**config.mk**
```make
export PLATFORM = sky130hd
export DESIGN_NAME = led_div_ctrl
export DESIGN_NICKNAME = d
export VERILOG_FILES = /design/src/rtl/led_pkg.sv /design/src/rtl/led_debounce.sv /design/src/rtl/led_div_ctrl.sv
export SDC_FILE = /design/constraint.sdc
export NUM_CORES = 1
export LEC_CHECK = 0
export ABC_AREA = 1
export BUFFER_PORTS_ARGS = -buffer_cell sky130_fd_sc_hd__buf_2
export CAP_MARGIN = 20
export CORE_AREA = 3 3 80 82
export DETAILED_ROUTE_END_ITERATION = 10
export DIE_AREA = 0 0 83 85
export GPL_ROUTABILITY_DRIVEN = 0
export GPL_TIMING_DRIVEN = 0
export PLACE_DENSITY = 0.7
export RECOVER_POWER = 50
export SLEW_MARGIN = 20
export SYNTH_ARGS = -nofsm -noshare
export SYNTH_HDL_FRONTEND = slang
export SYNTH_HIERARCHICAL = 1
export SYNTH_SLANG_ARGS = --single-unit
```
**constraint.sdc**
```tcl
create_clock -name clk100 -period 2.16 [get_ports clk100]
set_clock_uncertainty 0.2 [all_clocks]
set_input_delay 0.432 -clock clk100 [delete_from_list [all_inputs] [get_ports clk100]]
set_output_delay 0.432 -clock clk100 [all_outputs]
set_load 0.01 [all_outputs]
```
**src/rtl/led_pkg.sv**
```systemverilog
// Shared types and constants for the LED counter and its divisor control stage.
package led_pkg;

  localparam int DIV_W = 5;

  typedef logic [DIV_W-1:0] div_t;

  localparam div_t DIV_DEFAULT = 5'hB;

  // Width of a counter that must reach n-1; n is at least 2.
  function automatic int cnt_width(input int n);
    return $clog2(n);
  endfunction

endpackage

```
**src/rtl/led_debounce.sv**
```systemverilog
// Pushbutton conditioner: 2-FF synchroniser, stability counter and a one-cycle
// pulse on each accepted press (debounced 0->1 transition).
module led_debounce
  import led_pkg::*;
#(
  parameter int DEB_CYCLES = 1000000
) (
  input  logic clk_i,
  input  logic rst_ni,
  input  logic btn_i,
  output logic rise_o
);

  localparam int CNT_W = cnt_width(DEB_CYCLES);
  localparam logic [CNT_W-1:0] CNT_LAST = CNT_W'(DEB_CYCLES - 1);

  logic [1:0]       sync_q;
  logic             btn_s;
  logic             deb_q, deb_d;
  logic [CNT_W-1:0] cnt_q, cnt_d;
  logic             rise_q, rise_d;

  assign btn_s = sync_q[1];

  // The counter only runs while the synchronised level disagrees with the
  // accepted level; any agreement restarts the stability window.
  always_comb begin
    deb_d  = deb_q;
    cnt_d  = '0;
    rise_d = 1'b0;
    if (btn_s != deb_q) begin
      if (cnt_q == CNT_LAST) begin
        deb_d  = btn_s;
        rise_d = btn_s;
      end else begin
        cnt_d = cnt_q + 1'b1;
      end
    end
  end

  always_ff @(posedge clk_i or negedge rst_ni) begin
    if (!rst_ni) begin
      sync_q <= 2'b00;
      deb_q  <= 1'b0;
      cnt_q  <= '0;
      rise_q <= 1'b0;
    end else begin
      sync_q <= {sync_q[0], btn_i};
      deb_q  <= deb_d;
      cnt_q  <= cnt_d;
      rise_q <= rise_d;
    end
  end

  assign rise_o = rise_q;

endmodule

```
**src/rtl/led_div_ctrl.sv**
```systemverilog
// Divisor control for led_cnt: two debounced buttons step a registered divisor.
// Define LED_DIV_WRAP_EN to wrap at DIV_MIN/DIV_MAX instead of saturating.
module led_div_ctrl
  import led_pkg::*;
#(
  parameter int   DEB_CYCLES = 1000000,
  parameter div_t DIV_RST    = DIV_DEFAULT,
  parameter div_t DIV_MIN    = 5'h01,
  parameter div_t DIV_MAX    = 5'h1F
) (
  input  logic clk100,
  input  logic rst,
  input  logic btn_up_i,
  input  logic btn_dn_i,
  output div_t div_o,
  output logic wren_o
);

  logic up_ev, dn_ev;
  div_t div_q, div_d;
  logic wren_q, wren_d;

  led_debounce #(.DEB_CYCLES(DEB_CYCLES)) u_deb_up (
    .clk_i  (clk100),
    .rst_ni (rst),
    .btn_i  (btn_up_i),
    .rise_o (up_ev)
  );

  led_debounce #(.DEB_CYCLES(DEB_CYCLES)) u_deb_dn (
    .clk_i  (clk100),
    .rst_ni (rst),
    .btn_i  (btn_dn_i),
    .rise_o (dn_ev)
  );

  // wren_o is a valid-only strobe with no backpressure: it is high for exactly
  // the one cycle in which div_o holds a newly loaded value.
  always_comb begin
    div_d  = div_q;
    wren_d = 1'b0;
    case ({up_ev, dn_ev})
      2'b10: begin
        if (div_q < DIV_MAX) begin
          div_d  = div_q + 1'b1;
          wren_d = 1'b1;
        end else begin
`ifdef LED_DIV_WRAP_EN
          div_d  = DIV_MIN;
          wren_d = 1'b1;
`else
          div_d  = div_q;
          wren_d = 1'b0;
`endif
        end
      end
      2'b01: begin
        if (div_q > DIV_MIN) begin
          div_d  = div_q - 1'b1;
          wren_d = 1'b1;
        end else begin
`ifdef LED_DIV_WRAP_EN
          div_d  = DIV_MAX;
          wren_d = 1'b1;
`else
          div_d  = div_q;
          wren_d = 1'b0;
`endif
        end
      end
      default: begin
        // No event, or both buttons at once: treated as an ambiguous request.
        div_d  = div_q;
        wren_d = 1'b0;
      end
    endcase
  end

  always_ff @(posedge clk100 or negedge rst) begin
    if (!rst) begin
      div_q  <= DIV_RST;
      wren_q <= 1'b0;
    end else begin
      div_q  <= div_d;
      wren_q <= wren_d;
    end
  end

  assign div_o  = div_q;
  assign wren_o = wren_q;

endmodule

```
==> summary.txt <==
maximum number of pins on one net before global-route repair -> 55
clock tree root driver cell -> sky130_fd_sc_hd__clkbuf_8
final wirelength -> 5.73 mm
capturing element type of the critical path -> flip-flop
reg-to-reg critical path startpoint -> u_deb_up/cnt_q[0]
clock edge transition at the registers on the reported setup and hold paths -> 0.10 ns
area growth from synthesis to layout -> 7.39%
overall die width -> 83 microns
data required time of the critical path -> 2.15 ns
worst-case reg-to-reg path depth -> 6
Cell Count Post-Placement -> 481
share of the synthesized area in the top cell type -> 40.7%
category of the most critical setup path -> reg -> reg
standard cell with the maximum stage delay on the critical path -> sky130_fd_sc_hd__dfrtp_1
dominant cell type by area after synthesis -> sky130_fd_sc_hd__dfrtp_1
sequential share of the synthesized area -> 43.2%
total of max-cap violations -> 0
Filler cells -> 515
Overflow after GRT -> 0
number of unique standard cell types used by synthesis -> 26
final clock period utilization by the worst path -> 81.0%
Max-slew headroom -> 55.9%
area enclosed by the die boundary -> 7060 sq um
number of hold-slack violations in the final timing report -> 0
Hold Path Origin -> btn_up_i
most common cell after layout, fill and taps aside -> sky130_fd_sc_hd__nand2_1
Core Footprint -> 5820 sq um
global-route track usage on met3 -> 2.91%
CTS tree -> built
number of instances on the worst hold path -> 1
Highest Clock Rate -> 572 MHz
vertical die dimension -> 85 microns
routing layer with the top usage in global route -> met2
drt first pass iters -> 4
Power Density -> 497 nW/um^2
post-synthesis sequential element count -> 54
grt met1 use -> 22.3%
antenna violations before repair -> 0
instance count of the mapped netlist -> 397
number of clock sinks -> 54
global-route usage over all layers -> 17.1%
wire length of the first global-routing pass -> 10.1 mm
total of endpoints with negative setup slack in the final report -> 0
final setup TNS -> 0 ns
clock latency of the later-clocked register in the worst-skew pair -> 0.31 ns
cell leakage power -> 1.48 nW
result of the run -> completed
number of standard cells in the layout, taps in and fillers out -> 490
routed vias/inst -> 5.06
diodes inserted -> 0
final standard cell utilization of the core -> 57.9%
IR Drop Worst-Case VDD -> 0.248 mV
total number of vias -> 2478
count of H-tree levels built during CTS -> 2
initial DRC count -> 107
number of I/O pins -> 10
post-synthesis cell area -> 3130 sq um
total of cells resized after clock tree synthesis -> 0
average wire per cell in the routed design -> 11.7 microns
total nets after synthesis -> 408
ratio of cells with drive above 1 in the final layout -> 17.1%
remaining routing DRC violations -> 0
top area cells in the synthesized netlist -> sky130_fd_sc_hd__dfrtp_1 (41%), sky130_fd_sc_hd__nand2_1 (9.6%), sky130_fd_sc_hd__nor2_1 (9.5%)
most used cells in the layout excluding fill and tap cells -> sky130_fd_sc_hd__nand2_1 (80), sky130_fd_sc_hd__nor2_1 (79), sky130_fd_sc_hd__dfrtp_1 (51)
class of the most critical hold timing path -> in -> reg
delay of the slowest cell on the worst path -> 0.38 ns
Placement Rows -> 28
type of element launching the critical path -> flip-flop
Yosys warnings -> 6
met2 Usage GRT -> 29.5%
Final Hold Slack -> 0.0205 ns
clock period minus worst slack -> 1.75 ns
unrepaired setup endpoints after global routing -> no
Starting Density -> 53.9%
cell-by-cell trace of the critical path -> ha_1 -> nand3_1 -> nor2_2 -> nand3_2 -> nand2_2 -> nor2_1
Max clock buf depth -> 2
Nets -> 425
final count of pins violating max slew -> 0
syn_area_per_cell -> 7.89 sq um
maximum fanout encountered on the critical timing path -> 7
Port Buf Inserts -> 9
post-route ant nets -> 0
Inserted Clock Buffers -> 5
slew at the pin closest to its max-slew limit -> 0.661 ns
via count of the first global-routing pass -> 2307
CP arrival -> 1.74 ns
Post-DP HPWL -> 4.24 mm
CP Launch Point -> u_deb_up/cnt_q[0]
## what timing repair did
action	4_1_cts	5_1_grt
setup buffers	0	0
hold buffers	1	0
endpoints found under the hold margin	51	0
## routing by layer
layer  wire [microns]  share of wire (%)
met2             2760                 48
met3              190                3.3
met1             2730                 48
met5                0                  0
met4               46               0.80
## final timing paths
check / to / slack [ns]
min in group asynchronous: u_deb_up/cnt_q[8] / 0.49
min: u_deb_up/sync_q[0] / 0.02
max reg2reg: u_deb_up/cnt_q[9] / 0.41
max in group asynchronous: u_deb_dn/cnt_q[7] / 0.82
min reg2reg: u_deb_dn/sync_q[1] / 0.16
max: u_deb_up/cnt_q[9] / 0.41
## layout make-up
type                    count  area (sq um)  share of cell area, %
well taps                  75          93.8                   2.79
flip-flops and latches     54          1360                   40.3
clock buffers               6          82.6                   2.45
clock inverters             2          12.5                  0.372
inverters                  44           165                   4.91
repair buffers             10          57.6                   1.71
multi-input cells         299          1600                   47.5
## power by group
part | switching (mW) | total, mW | internal, mW
Combinational | 0.0458 | 0.0611 | 0.0153
Sequential | 0.00793 | 1.03 | 1.02
Clock | 0.323 | 0.581 | 0.258
Total | 0.377 | 1.67 | 1.30
## synth_stat cells, drive strengths merged
| cell type | number |
|---|---|
| dfrtp | 51 |
| nand4 | 10 |
| nand3 | 34 |
| nor3 | 8 |
| ha | 7 |
| inv | 44 |
| xnor2 | 4 |
| or2 | 2 |
| nand2 | 95 |
| dfstp | 3 |
| nor3b | 4 |
| nand3b | 2 |
| o21ai | 10 |
| nor2 | 100 |
| xor2 | 17 |
| o21bai | 1 |
| a21oi | 5 |
## stage by stage
step / power (mW) / instance area (sq um) / worst slack (ns)
floorplan: 1.08 / 3130 / 0.504
global placement: 1.11 / 3270 / 0.441
detailed placement: 1.11 / 3280 / 0.420
CTS: 1.71 / 3380 / 0.405
global route: 1.75 / 3370 / 0.287
finish: 1.67 / 3370 / 0.410
## registers in the layout, indices dropped and copies added, names as in the netlist
register	flops
u_deb_dn/cnt_q	20
u_deb_dn/deb_q	1
u_deb_dn/sync_q	2
u_deb_up/sync_q	2
wren_o	1
u_deb_dn/rise_o	1
u_deb_up/deb_q	1
u_deb_up/cnt_q	20
u_deb_up/rise_o	1
div_o	5
## worst max-delay path: cells and delay by family, from the launching register on
kind,cells,cell delay (ns)
and+or+nand+nor,5,0.86
DFF,1,0.38
adders and majority gates,1,0.20
## kinds of logic after synthesis
| kind of cell | count (synthesis) | synth area share, % |
|---|---|---|
| compound gates | 16 | 2.63 |
| simple gates | 255 | 39.7 |
| fa+ha+maj | 7 | 2.79 |
| xor+xnor | 21 | 6.35 |
| flops | 54 | 43.2 |
| buf+inv | 44 | 5.27 |
Power figures use the tool's default switching activity.
